[config.mk]
export PLATFORM = sky130hd
export DESIGN_NAME = acc_req_arbiter
export DESIGN_NICKNAME = d
export VERILOG_FILES = /design/src/rtl/acc_pkg.sv /design/src/rtl/acc_outstanding_ctr.sv /design/src/rtl/acc_req_arbiter.sv
export SDC_FILE = /design/constraint.sdc
export NUM_CORES = 1
export LEC_CHECK = 0
export BUFFER_PORTS_ARGS = -buffer_cell sky130_fd_sc_hd__buf_2
export CORE_AREA = 2 2 303 305
export CTS_CLUSTER_DIAMETER = 30
export DETAILED_ROUTE_END_ITERATION = 7
export DIE_AREA = 0 0 305 307
export GPL_TIMING_DRIVEN = 1
export PLACE_DENSITY_LB_ADDON = 0.05
export SYNTH_ARGS = -nofsm -noshare
export SYNTH_HDL_FRONTEND = slang
export SYNTH_SLANG_ARGS = --single-unit
[constraint.sdc]
create_clock -name clk_i -period 3.69 [get_ports clk_i]
set_input_delay 0.369 -clock clk_i [delete_from_list [all_inputs] [get_ports clk_i]]
set_output_delay 0.369 -clock clk_i [all_outputs]
set_load 0.05 [all_outputs]
[src/rtl/acc_pkg.sv]
// Shared definitions for the accelerator request arbiter: request-channel
// struct macro and the helper that sizes the requester-index id prefix.
`ifndef ACC_PKG_SV
`define ACC_PKG_SV

// Request channel payload, parameterised on address/data/id widths.
`define ACC_ARB_REQ_CHAN_T(name, AW, DW, IW) \
  typedef struct packed { \
    logic [(AW)-1:0]                 addr; \
    logic [acc_pkg::AccOpWidth-1:0]  data_op; \
    logic [(DW)-1:0]                 data_arga; \
    logic [(DW)-1:0]                 data_argb; \
    logic [(DW)-1:0]                 data_argc; \
    logic [(IW)-1:0]                 id; \
  } name;

package acc_pkg;

  localparam int unsigned AccOpWidth = 32;

  // Width of the requester index prepended to the downstream id.
  function automatic int unsigned idx_width(input int unsigned num_req);
    return (num_req > 1) ? $clog2(num_req) : 1;
  endfunction

endpackage

`endif

[src/rtl/acc_outstanding_ctr.sv]
// Saturating up/down counter of unanswered requests for one requester.
module acc_outstanding_ctr #(
  parameter int unsigned MaxCount = 4,
  localparam int unsigned CntWidth = $clog2(MaxCount + 1)
) (
  input  logic clk_i,
  input  logic rst_i,
  input  logic inc_i,
  input  logic dec_i,
  output logic full_o,
  output logic empty_o
);

  logic [CntWidth-1:0] cnt_q, cnt_d;

  assign full_o  = (cnt_q == CntWidth'(MaxCount));
  assign empty_o = (cnt_q == '0);

  // Simultaneous inc and dec cancel; never step past either end.
  always_comb begin
    cnt_d = cnt_q;
    if (inc_i && !dec_i && !full_o) begin
      cnt_d = cnt_q + 1'b1;
    end else if (dec_i && !inc_i && !empty_o) begin
      cnt_d = cnt_q - 1'b1;
    end
  end

  // Counter state with synchronous reset.
  always_ff @(posedge clk_i) begin
    if (rst_i) begin
      cnt_q <= '0;
    end else begin
      cnt_q <= cnt_d;
    end
  end

`ifndef SYNTHESIS
  // Arbiter must never accept a request for a full requester.
  always_ff @(posedge clk_i) begin
    if (!rst_i) begin
      assert (!(inc_i && !dec_i && full_o))
        else $error("outstanding counter overflow");
    end
  end
`endif

endmodule

[src/rtl/acc_req_arbiter.sv]
// Shares one accelerator request/response channel between NumReq requesters:
// round-robin request arbitration with grant lock and per-requester
// outstanding cap; responses are routed back by the id index prefix.
module acc_req_arbiter
  import acc_pkg::*;
#(
  parameter int unsigned NumReq         = 4,
  parameter int unsigned DataWidth      = 32,
  parameter int unsigned AddrWidth      = 4,
  parameter int unsigned IdWidth        = 5,
  parameter int unsigned MaxOutstanding = 4,
  localparam int unsigned IdxWidth      = idx_width(NumReq)
) (
  input  logic                                 clk_i,
  input  logic                                 rst_i,
  input  logic [NumReq-1:0]                    slv_q_valid_i,
  output logic [NumReq-1:0]                    slv_q_ready_o,
  input  logic [NumReq-1:0][AddrWidth-1:0]     slv_q_addr_i,
  input  logic [NumReq-1:0][AccOpWidth-1:0]    slv_q_data_op_i,
  input  logic [NumReq-1:0][DataWidth-1:0]     slv_q_data_arga_i,
  input  logic [NumReq-1:0][DataWidth-1:0]     slv_q_data_argb_i,
  input  logic [NumReq-1:0][DataWidth-1:0]     slv_q_data_argc_i,
  input  logic [NumReq-1:0][IdWidth-1:0]       slv_q_id_i,
  output logic                                 mst_q_valid_o,
  input  logic                                 mst_q_ready_i,
  output logic [AddrWidth-1:0]                 mst_q_addr_o,
  output logic [AccOpWidth-1:0]                mst_q_data_op_o,
  output logic [DataWidth-1:0]                 mst_q_data_arga_o,
  output logic [DataWidth-1:0]                 mst_q_data_argb_o,
  output logic [DataWidth-1:0]                 mst_q_data_argc_o,
  output logic [IdxWidth+IdWidth-1:0]          mst_q_id_o,
  input  logic                                 mst_p_valid_i,
  output logic                                 mst_p_ready_o,
  input  logic [DataWidth-1:0]                 mst_p_data_i,
  input  logic [IdxWidth+IdWidth-1:0]          mst_p_id_i,
  output logic [NumReq-1:0]                    slv_p_valid_o,
  input  logic [NumReq-1:0]                    slv_p_ready_i,
  output logic [DataWidth-1:0]                 slv_p_data_o,
  output logic [IdWidth-1:0]                   slv_p_id_o
);

  `ACC_ARB_REQ_CHAN_T(req_chan_t, AddrWidth, DataWidth, IdWidth)

  req_chan_t [NumReq-1:0] req_chan;
  req_chan_t              gnt_chan;
  logic [NumReq-1:0]      full, empty, eligible, p_hs_vec;
  logic [IdxWidth-1:0]    ptr_q, ptr_d, lock_idx_q, lock_idx_d, rr_idx, gnt_idx, rsp_idx;
  logic                   lock_q, lock_d, rr_found, q_valid, q_hs;
  logic                   rsp_legal, rsp_ready_sel;

  // Gather the per-requester request fields into structs for muxing.
  always_comb begin
    for (int unsigned i = 0; i < NumReq; i++) begin
      req_chan[i].addr      = slv_q_addr_i[i];
      req_chan[i].data_op   = slv_q_data_op_i[i];
      req_chan[i].data_arga = slv_q_data_arga_i[i];
      req_chan[i].data_argb = slv_q_data_argb_i[i];
      req_chan[i].data_argc = slv_q_data_argc_i[i];
      req_chan[i].id        = slv_q_id_i[i];
    end
  end

  assign eligible = slv_q_valid_i & ~full;

  // Two-pass round-robin: first from the pointer upward, then wrap from 0.
  always_comb begin
    rr_found = 1'b0;
    rr_idx   = '0;
    for (int unsigned i = 0; i < NumReq; i++) begin
      if (!rr_found && eligible[i] && (i >= 32'(ptr_q))) begin
        rr_found = 1'b1;
        rr_idx   = IdxWidth'(i);
      end
    end
    for (int unsigned i = 0; i < NumReq; i++) begin
      if (!rr_found && eligible[i]) begin
        rr_found = 1'b1;
        rr_idx   = IdxWidth'(i);
      end
    end
  end

  // A stalled grant is held so a newly eligible requester cannot preempt it.
  assign gnt_idx  = lock_q ? lock_idx_q : rr_idx;
  assign gnt_chan = req_chan[gnt_idx];
  assign q_valid  = !rst_i && (lock_q || rr_found);
  assign q_hs     = q_valid && mst_q_ready_i;

  assign mst_q_valid_o     = q_valid;
  assign mst_q_addr_o      = gnt_chan.addr;
  assign mst_q_data_op_o   = gnt_chan.data_op;
  assign mst_q_data_arga_o = gnt_chan.data_arga;
  assign mst_q_data_argb_o = gnt_chan.data_argb;
  assign mst_q_data_argc_o = gnt_chan.data_argc;
  assign mst_q_id_o        = {gnt_idx, gnt_chan.id};
  assign slv_q_ready_o     = q_valid ? (NumReq'(mst_q_ready_i) << gnt_idx) : '0;

  // Pointer advance (explicit modulo for non-power-of-2 NumReq) and lock.
  always_comb begin
    ptr_d      = ptr_q;
    lock_d     = lock_q;
    lock_idx_d = lock_idx_q;
    if (q_hs) begin
      ptr_d  = IdxWidth'((32'(gnt_idx) + 32'd1) % NumReq);
      lock_d = 1'b0;
    end else if (q_valid) begin
      lock_d     = 1'b1;
      lock_idx_d = gnt_idx;
    end
  end

  // Arbitration state with synchronous reset.
  always_ff @(posedge clk_i) begin
    if (rst_i) begin
      ptr_q      <= '0;
      lock_q     <= 1'b0;
      lock_idx_q <= '0;
    end else begin
      ptr_q      <= ptr_d;
      lock_q     <= lock_d;
      lock_idx_q <= lock_idx_d;
    end
  end

  assign rsp_idx = mst_p_id_i[IdxWidth+IdWidth-1 -: IdxWidth];

  // Decode the response index; out-of-range or idle requesters are illegal.
  always_comb begin
    rsp_legal     = 1'b0;
    rsp_ready_sel = 1'b0;
    for (int unsigned i = 0; i < NumReq; i++) begin
      if (32'(rsp_idx) == i) begin
        rsp_legal     = !empty[i];
        rsp_ready_sel = slv_p_ready_i[i];
      end
    end
  end

  // Illegal responses are swallowed so the downstream channel cannot stall.
  assign slv_p_valid_o = (!rst_i && rsp_legal && mst_p_valid_i) ? (NumReq'(1) << rsp_idx) : '0;
  assign mst_p_ready_o = !rst_i && (rsp_legal ? rsp_ready_sel : 1'b1);
  assign slv_p_data_o  = mst_p_data_i;
  assign slv_p_id_o    = mst_p_id_i[IdWidth-1:0];
  assign p_hs_vec      = slv_p_valid_o & slv_p_ready_i;

  for (genvar g = 0; g < NumReq; g++) begin : gen_ctr
    acc_outstanding_ctr #(
      .MaxCount (MaxOutstanding)
    ) u_ctr (
      .clk_i   (clk_i),
      .rst_i   (rst_i),
      .inc_i   (slv_q_ready_o[g]),
      .dec_i   (p_hs_vec[g]),
      .full_o  (full[g]),
      .empty_o (empty[g])
    );
  end

`ifndef SYNTHESIS
  req_chan_t held_chan_q;

  // Remember the presented payload so a locked grant can be checked for stability.
  always_ff @(posedge clk_i) begin
    held_chan_q <= gnt_chan;
  end

  // Protocol checks on grant, lock and response routing.
  always_ff @(posedge clk_i) begin
    if (!rst_i) begin
      assert ($onehot0(slv_q_ready_o)) else $error("multiple request grants");
      if (lock_q) begin
        assert (gnt_idx == lock_idx_q && gnt_chan == held_chan_q)
          else $error("locked grant changed");
      end
      if (mst_p_valid_i) begin
        assert (rsp_legal) else $warning("response to idle requester discarded");
      end
    end
  end
`endif

endmodule

## After elaboration in Yosys (flattened, before gate mapping)

Index checks and enable logic that the tools add are counted.

- Output and inout port bits: 186
- Word-level logic and storage cells: 137
- Bits of input ports: 599
- Flip-flop bits (word level): 17

- Mux-type cells: 37
- Shifts and indexed selects: 2
- Eq/ne operators: 7
- Reduce and logical (&&, ||, !) cells: 67
- Bitwise operators: 4
- Add/subtract/negate cells: 9
- Order comparisons: 4

Operator list:

| cell | number |
|---|---|
| $bmux W137 S2 | 1 |
| $mux W137 | 1 |
| $logic_and A1 B1 Y1 | 31 |
| $logic_not A1 Y1 | 24 |
| $mux W3 | 8 |
| $mux W1 | 18 |
| $mux W2 | 7 |
| $add A3 B1 Y3 const B | 4 |
| $eq A3 B3 Y1 const B | 4 |
| $logic_not A3 Y1 | 4 |
| $sub A3 B1 Y3 const B | 4 |
| $and A4 B4 Y4 | 2 |
| $mux W4 | 2 |
| $reduce_bool A2 Y1 | 4 |
| $eq A2 B2 Y1 const B | 2 |
| $ge A1 B2 Y1 const A | 2 |
| $not A4 Y4 | 1 |
| $shl A1 B2 Y4 | 1 |
| $shl A1 B2 Y4 const A | 1 |
| $lt A2 B3 Y1 const B | 1 |
| $add A2 B1 Y2 const B | 1 |
| $eq A2 B1 Y1 const B | 1 |
| $ge A2 B2 Y1 const A | 1 |
| $logic_not A2 Y1 | 1 |
| other kinds (4) | 4 |

## Depth between registers and ports, before layout

- Depth in word-level cells: 36
- Mapped depth: 13
- Gate-level depth less buffers: 10

## By module

Synthesis repeated with hierarchy kept, for this count alone.

- Cell total of the unflattened synthesis: 658
- Area total of the unflattened synthesis: 6170.9 µm²

By module, submodules not included:

| module | area each (µm²) | cells an instance | seq. area each (µm²) | times used |
|---|---|---|---|---|
| acc_req_arbiter | 5295.1 | 566 | 100.1 | 1 |
| acc_outstanding_ctr | 219.0 | 23 | 60.1 | 4 |

## Worst setup path after synthesis

No wires, ideal clock.

- Kind: reg-to-output
- From: reg gen_ctr[1].u_ctr.cnt_q[0]
- To: out mst_q_addr_o[0]
- Path buffers: 5
- Setup slack: 162 ps
- Cell stages (with the launch flop): 12
- Arrival: 3159 ps
- Required time: 3321 ps
- Cell sequence: dfxtp_1 -> or3b_1 -> buf_2 -> a311o_1 -> o221a_1 -> buf_6 -> inv_2 -> buf_2 -> buf_2 -> buf_4 -> nand2_1 -> a31oi_1

- Word-level cells in the longest chain between the ends: 28
- Elaborated cells between the ends (all ways): 34
- Those cells by class: 1 x eq/ne; 16 x mux; 2 x bitwise; 15 x reduce/logical

RTL lines:

| what | RTL line | text |
|---|---|---|
| from (decl) | acc_outstanding_ctr.sv:14 | `logic [CntWidth-1:0] cnt_q, cnt_d;` |
| from (signal assigned) | acc_outstanding_ctr.sv:34 | `cnt_q <= cnt_d;` |
| $eq A3 B3 Y1 * | acc_outstanding_ctr.sv:16 | `assign full_o = (cnt_q == CntWidth'(MaxCount));` |
| $not A4 Y4 * | acc_req_arbiter.sv:63 | `assign eligible = slv_q_valid_i & ~full;` |
| $and A4 B4 Y4 * | acc_req_arbiter.sv:63 |  |
| $logic_and A1 B1 Y1 (2 in a row) | acc_req_arbiter.sv:70 | `if (!rr_found && eligible[i] && (i >= 32'(ptr_q))) begin` |
| $mux W1 | acc_req_arbiter.sv:70 |  |
| $logic_not A1 Y1 | acc_req_arbiter.sv:70 |  |
| $logic_and A1 B1 Y1 (2 in a row) | acc_req_arbiter.sv:70 |  |
| $mux W1 | acc_req_arbiter.sv:70 |  |
| (+11 left out) | n/a |  |
| $mux W1 | acc_req_arbiter.sv:76 | `if (!rr_found && eligible[i]) begin` |
| $logic_not A1 Y1 | acc_req_arbiter.sv:76 |  |
| $logic_and A1 B1 Y1 | acc_req_arbiter.sv:76 |  |
| $mux W2 * | acc_req_arbiter.sv:76 |  |
| $mux W2 * | acc_req_arbiter.sv:84 | `assign gnt_idx = lock_q ? lock_idx_q : rr_idx;` |
| via mst_q_id_o[6] | acc_req_arbiter.sv:31 | `output logic [IdxWidth+IdWidth-1:0] mst_q_id_o,` |
| $bmux W137 S2 * | acc_req_arbiter.sv:85 | `assign gnt_chan = req_chan[gnt_idx];` |
| $mux W137 (not written as such) * | acc_req_arbiter.sv:85 |  |
| to (decl) | acc_req_arbiter.sv:26 | `output logic [AddrWidth-1:0] mst_q_addr_o,` |

The timed path passes the listed nets; every way through them passes the cells marked *. The select of a mux whose other input is x is not followed.

## Worst setup path after layout

- From: reg gen_ctr[1].u_ctr.cnt_q[0]
- To: out mst_q_data_argc_o[12]

- Word-level cells in the longest chain between the ends: 28
- Elaborated cells between the ends (all ways): 34
- Those cells by class: 1 x eq/ne; 16 x mux; 2 x bitwise; 15 x reduce/logical

RTL lines:

| what | RTL line | text |
|---|---|---|
| $eq A3 B3 Y1 * | acc_outstanding_ctr.sv:16 |  |
| $not A4 Y4 * | acc_req_arbiter.sv:63 |  |
| $and A4 B4 Y4 * | acc_req_arbiter.sv:63 |  |
| $logic_and A1 B1 Y1 (2 in a row) | acc_req_arbiter.sv:70 |  |
| $mux W1 | acc_req_arbiter.sv:70 |  |
| $logic_not A1 Y1 | acc_req_arbiter.sv:70 |  |
| $logic_and A1 B1 Y1 (2 in a row) | acc_req_arbiter.sv:70 |  |
| $mux W1 | acc_req_arbiter.sv:70 |  |
| (+10 left out) | n/a |  |
| $logic_and A1 B1 Y1 | acc_req_arbiter.sv:76 |  |
| $mux W1 | acc_req_arbiter.sv:76 |  |
| $logic_not A1 Y1 | acc_req_arbiter.sv:76 |  |
| $logic_and A1 B1 Y1 | acc_req_arbiter.sv:76 |  |
| $mux W2 * | acc_req_arbiter.sv:76 |  |
| $mux W2 * | acc_req_arbiter.sv:84 |  |
| $bmux W137 S2 * | acc_req_arbiter.sv:85 |  |
| $mux W137 (not written as such) * | acc_req_arbiter.sv:85 |  |
| to (decl) | acc_req_arbiter.sv:30 | `output logic [DataWidth-1:0] mst_q_data_argc_o,` |

Every way passes the cells marked *; elsewhere a longest branch is shown, timed or not. The select of a mux whose other input is x is not followed.

==> Implementation_results.wiki <==
{| class="wikitable"
! Metric !! Value
|-
| Maximum clock skew at final layout || 0.00203 ns
|-
| Net Sw Frac || 0.650
|-
| Vias in the first global route || about 11,000
|-
| Maximum count of clock buffers along a single path || 2
|-
| Cells after synthesis || 1,108
|-
| Final-layout setup total negative slack || 0 ns
|-
| Nets@finish || about 2,300
|-
| Synth Register Bits || 17
|-
| DP HPWL || 43.8 mm
|-
| RSZ-0062 raised after global routing || false
|-
| DRC Markers || 0
|-
| Maximum fanout encountered on the critical timing path || 24
|-
| Wire length of the first global-routing pass || 72.2 mm
|-
| Count of buffers inserted at the top-level ports || 710
|-
| Postcts setup bufs || 0
|-
| Clock network latency to the later pin of the worst-skew pair || 0.25 ns
|-
| Count of final hold-check violations || 0
|-
| Die height || around 300 um
|-
| Netlist Area Pre-Place || 0.00575 sq mm
|-
| Internal power summed over all cells || roughly 1.5 mW
|-
| Cell at the root of the clock tree || clkbuf_16
|-
| Worst-path clk slew || roughly 0.060 ns
|-
| Fraction of post-synthesis cell area in the top cell type by area || 0.367
|-
| Layout-stage area growth over the synthesis result || 90.0%
|-
| Count of yosys warnings during synthesis || 0
|-
| Initial antenna violation count || 20
|-
| Most frequent standard cell in the layout excluding fill and tap cells || buf_2
|-
| Part of the total power dissipated in the clock network || 0.052
|-
| CTS tree || yes
|-
| Type of the most critical hold path || input port to register
|-
| Standby leakage power || ~5.7 nW
|-
| Pins over their slew limit || 0
|-
| Initial drt markers || 393
|-
| Die Outline Area || 0.0936 sq mm
|-
| Worst slew pin tran || 0.598 ns
|-
| Pin count of the biggest net entering global routing || 50
|-
| First-pass iteration count of the detailed router || 4
|-
| Max transition margin || 0.601
|-
| Proportion of power drawn by flip-flops and latches || 0.052
|-
| Leading post-synthesis cells by cell area || nand2_1 37%, a31oi_1 15%, and3_1 15%
|-
| Kind of end point of the critical path || output port
|-
| Hold buffer count at CTS || 0
|-
| Vias per cell || 3.46
|-
| Number of nets in the synthesized netlist || 1,711
|-
| Total number of clock tree sinks || 17
|-
| Type of the setup path with the least slack || register to output port
|-
| Number of buffers added by the clock tree synthesis step || 3
|-
| Max VDD drop || between 0.1 and 0.15 mV
|-
| Starting density of the core || 0.0634
|-
| Placed cell count || 2,921
|-
| Placer's final routability congestion estimate || 0.797
|-
| Total global routing track utilization || 0.103
|-
| Core region area || 0.0907 sq mm
|-
| Final cell count without fillers || between 2,000 and 3,000
|-
| Sequential share of the synthesized area || 0.0592
|-
| Power dissipated by switching net loads || 2.83 mW
|-
| Multi-input gate area || between 0.004 and 0.005 sq mm
|-
| Final antenna-violating net count || 0
|-
| Combinational group share of total power || 0.896
|-
| Synth unique cells || 51
|-
| Pwr Density || 399 mW/mm^2
|-
| Critical Path RT || approximately 3.3 ns
|-
| Per-instance average area after synthesis || 5.19 sq um
|-
| Status || finished, final reports clean
|-
| Floorplan die width || 305 um
|-
| Final routed wire length divided by cell count || 17.7 um
|-
| Layout cell share with drive strength beyond 1 || 0.447
|-
| I/O pin cnt || roughly 790
|-
| Post-layout min period || 3.50 ns
|-
| Max_cap viols || 0
|-
| Post-synth EDFFs || 0
|-
| Startpoint class of the critical path || register
|-
| Area of all sequential standard cells || 340 sq um
|-
| Fraction of synthesis flops using an asynchronous set or reset pin || 0
|-
| Most used cells in the layout excluding fill and tap cells || 700 x buf_2, 562 x nand2_1, 139 x a31oi_1
|-
| Num rows || approximately 110
|-
| Routed Wire Length || 52.0 mm
|-
| Synth Flop Type || dfxtp_1
|-
| Period utilisation layout || 0.948
|-
| Largest area contributor in the netlist || nand2_1
|-
| Signal arrival time at the worst endpoint || 3.13 ns
|-
| Number of setup violations in the final report || 0
|-
| Filler cell count in the final layout || 10,800
|-
| Final global-route overflow total || 0
|-
| Vias || 10,100
|-
| Fmax || 0.286 GHz
|-
| Level count of the clock H-tree || 1
|}
## critical path: stages (launching register included)
cell and delay, ns:
dfxtp_1 0.37, or3b_4 0.46, a311o_1 0.41, o221a_4 0.34, inv_8 0.14, buf_12 0.19
buf_4 0.22, nand2_1 0.10, and3_1 0.18, a31oi_1 0.15, buf_2 0.29
## final timing paths
check | startpoint | endpoint | slack (ns) | cells after the start
worst max-delay path | gen_ctr[1].u_ctr.cnt_q[0] | mst_q_data_argc_o[12] | 0.19 | 10
worst min-delay path | mst_q_ready_i | lock_q | 0.39 | 2
worst max register to register | gen_ctr[1].u_ctr.cnt_q[0] | gen_ctr[2].u_ctr.cnt_q[2] | 0.47 | 8
worst min register to register | lock_idx_q[0] | lock_idx_q[0] | 0.49 | 2
## registers in the layout (all words and copies together), names as in the netlist
| register | count |
|---|---|
| lock_idx_q | 2 |
| lock_q | 1 |
| ptr_q | 2 |
| gen_ctr.u_ctr.cnt_q | 12 |
## metal layers
metal / vias up / global-route usage / wire length [um]
met3: 65 / 0.0295 / 4140
li1: 4991 / - / -
met2: 461 / 0.199 / 27300
met5: - / 0 / 107
met4: 14 / 0.0269 / 1320
met1: 4610 / 0.108 / 19100
## cells in the mapped netlist (4+ instances only)
| master | number |
|---|---|
| nand2b_1 | 9 |
| nand3_1 | 6 |
| a21o_1 | 4 |
| fa_1 | 4 |
| dfxtp_1 | 17 |
| nor2_1 | 12 |
| buf_2 | 23 |
| nor2b_1 | 6 |
| and3_1 | 139 |
| nor3_1 | 6 |
| o21ai_0 | 6 |
| clkbuf_1 | 56 |
| buf_4 | 51 |
| a21oi_1 | 4 |
| mux2i_1 | 7 |
| buf_1 | 7 |
| a31oi_1 | 139 |
| inv_1 | 5 |
| nand2_1 | 562 |
## final cells by class
cell class	count	share of cell area
flip-flops and latches	17	0.0312
multi-input cells	946	0.426
diodes	6	0.00137
clock buffers	4	0.00722
inverters	7	0.00355
well taps	1186	0.136
repair buffers	765	0.394
## power groups by stage
| stage | clock network, mW | logic, mW | registers, mW |
|---|---|---|---|
| final | 0.227 | 3.90 | 0.225 |
| after global routing | 0.243 | 4.21 | 0.229 |
| after CTS | 0.239 | 4.00 | 0.225 |
| after detailed placement | 0 | 3.99 | 0.229 |
| after global placement | 0 | 4.02 | 0.229 |
| after floorplan | 0 | 2.64 | 0.222 |
## logic make-up (layout without fill, tap and decap cells)
| logic type | count (synthesis) | in the layout | share of synthesized area |
|---|---|---|---|
| other | 0 | 6 | 0 |
| muxes | 8 | 8 | 0.0141 |
| adders and majority gates | 4 | 4 | 0.0139 |
| DFF | 17 | 17 | 0.0592 |
| and+or+nand+nor | 754 | 754 | 0.571 |
| AOI/OAI and AO/OA | 179 | 179 | 0.206 |
| buffers and inverters | 145 | 776 | 0.134 |
| xor gates and xnor gates | 1 | 1 | 0.00152 |
## through the flow
stage	area, sq um	setup WS [ns]	hold WS [ns]	total power, mW	utilization
3_5_place_dp	10800	0.272	0.482	4.22	0.119
3_3_place_gp	10800	0.262	0.470	4.25	0.119
5_1_grt	10900	0.0123	0.426	4.68	0.120
4_1_cts	10900	0.0399	0.408	4.47	0.120
6_report	10900	0.191	0.393	4.36	0.120
2_1_floorplan	5750	0.162	0.450	2.86	-
## what timing repair did
action,CTS,global route
endpoints found under the hold margin,0,0
cloned,0,0
resized for setup,1,7
endpoints found under the setup margin,1,50
Note: power is estimated with default switching activity, not from simulation.
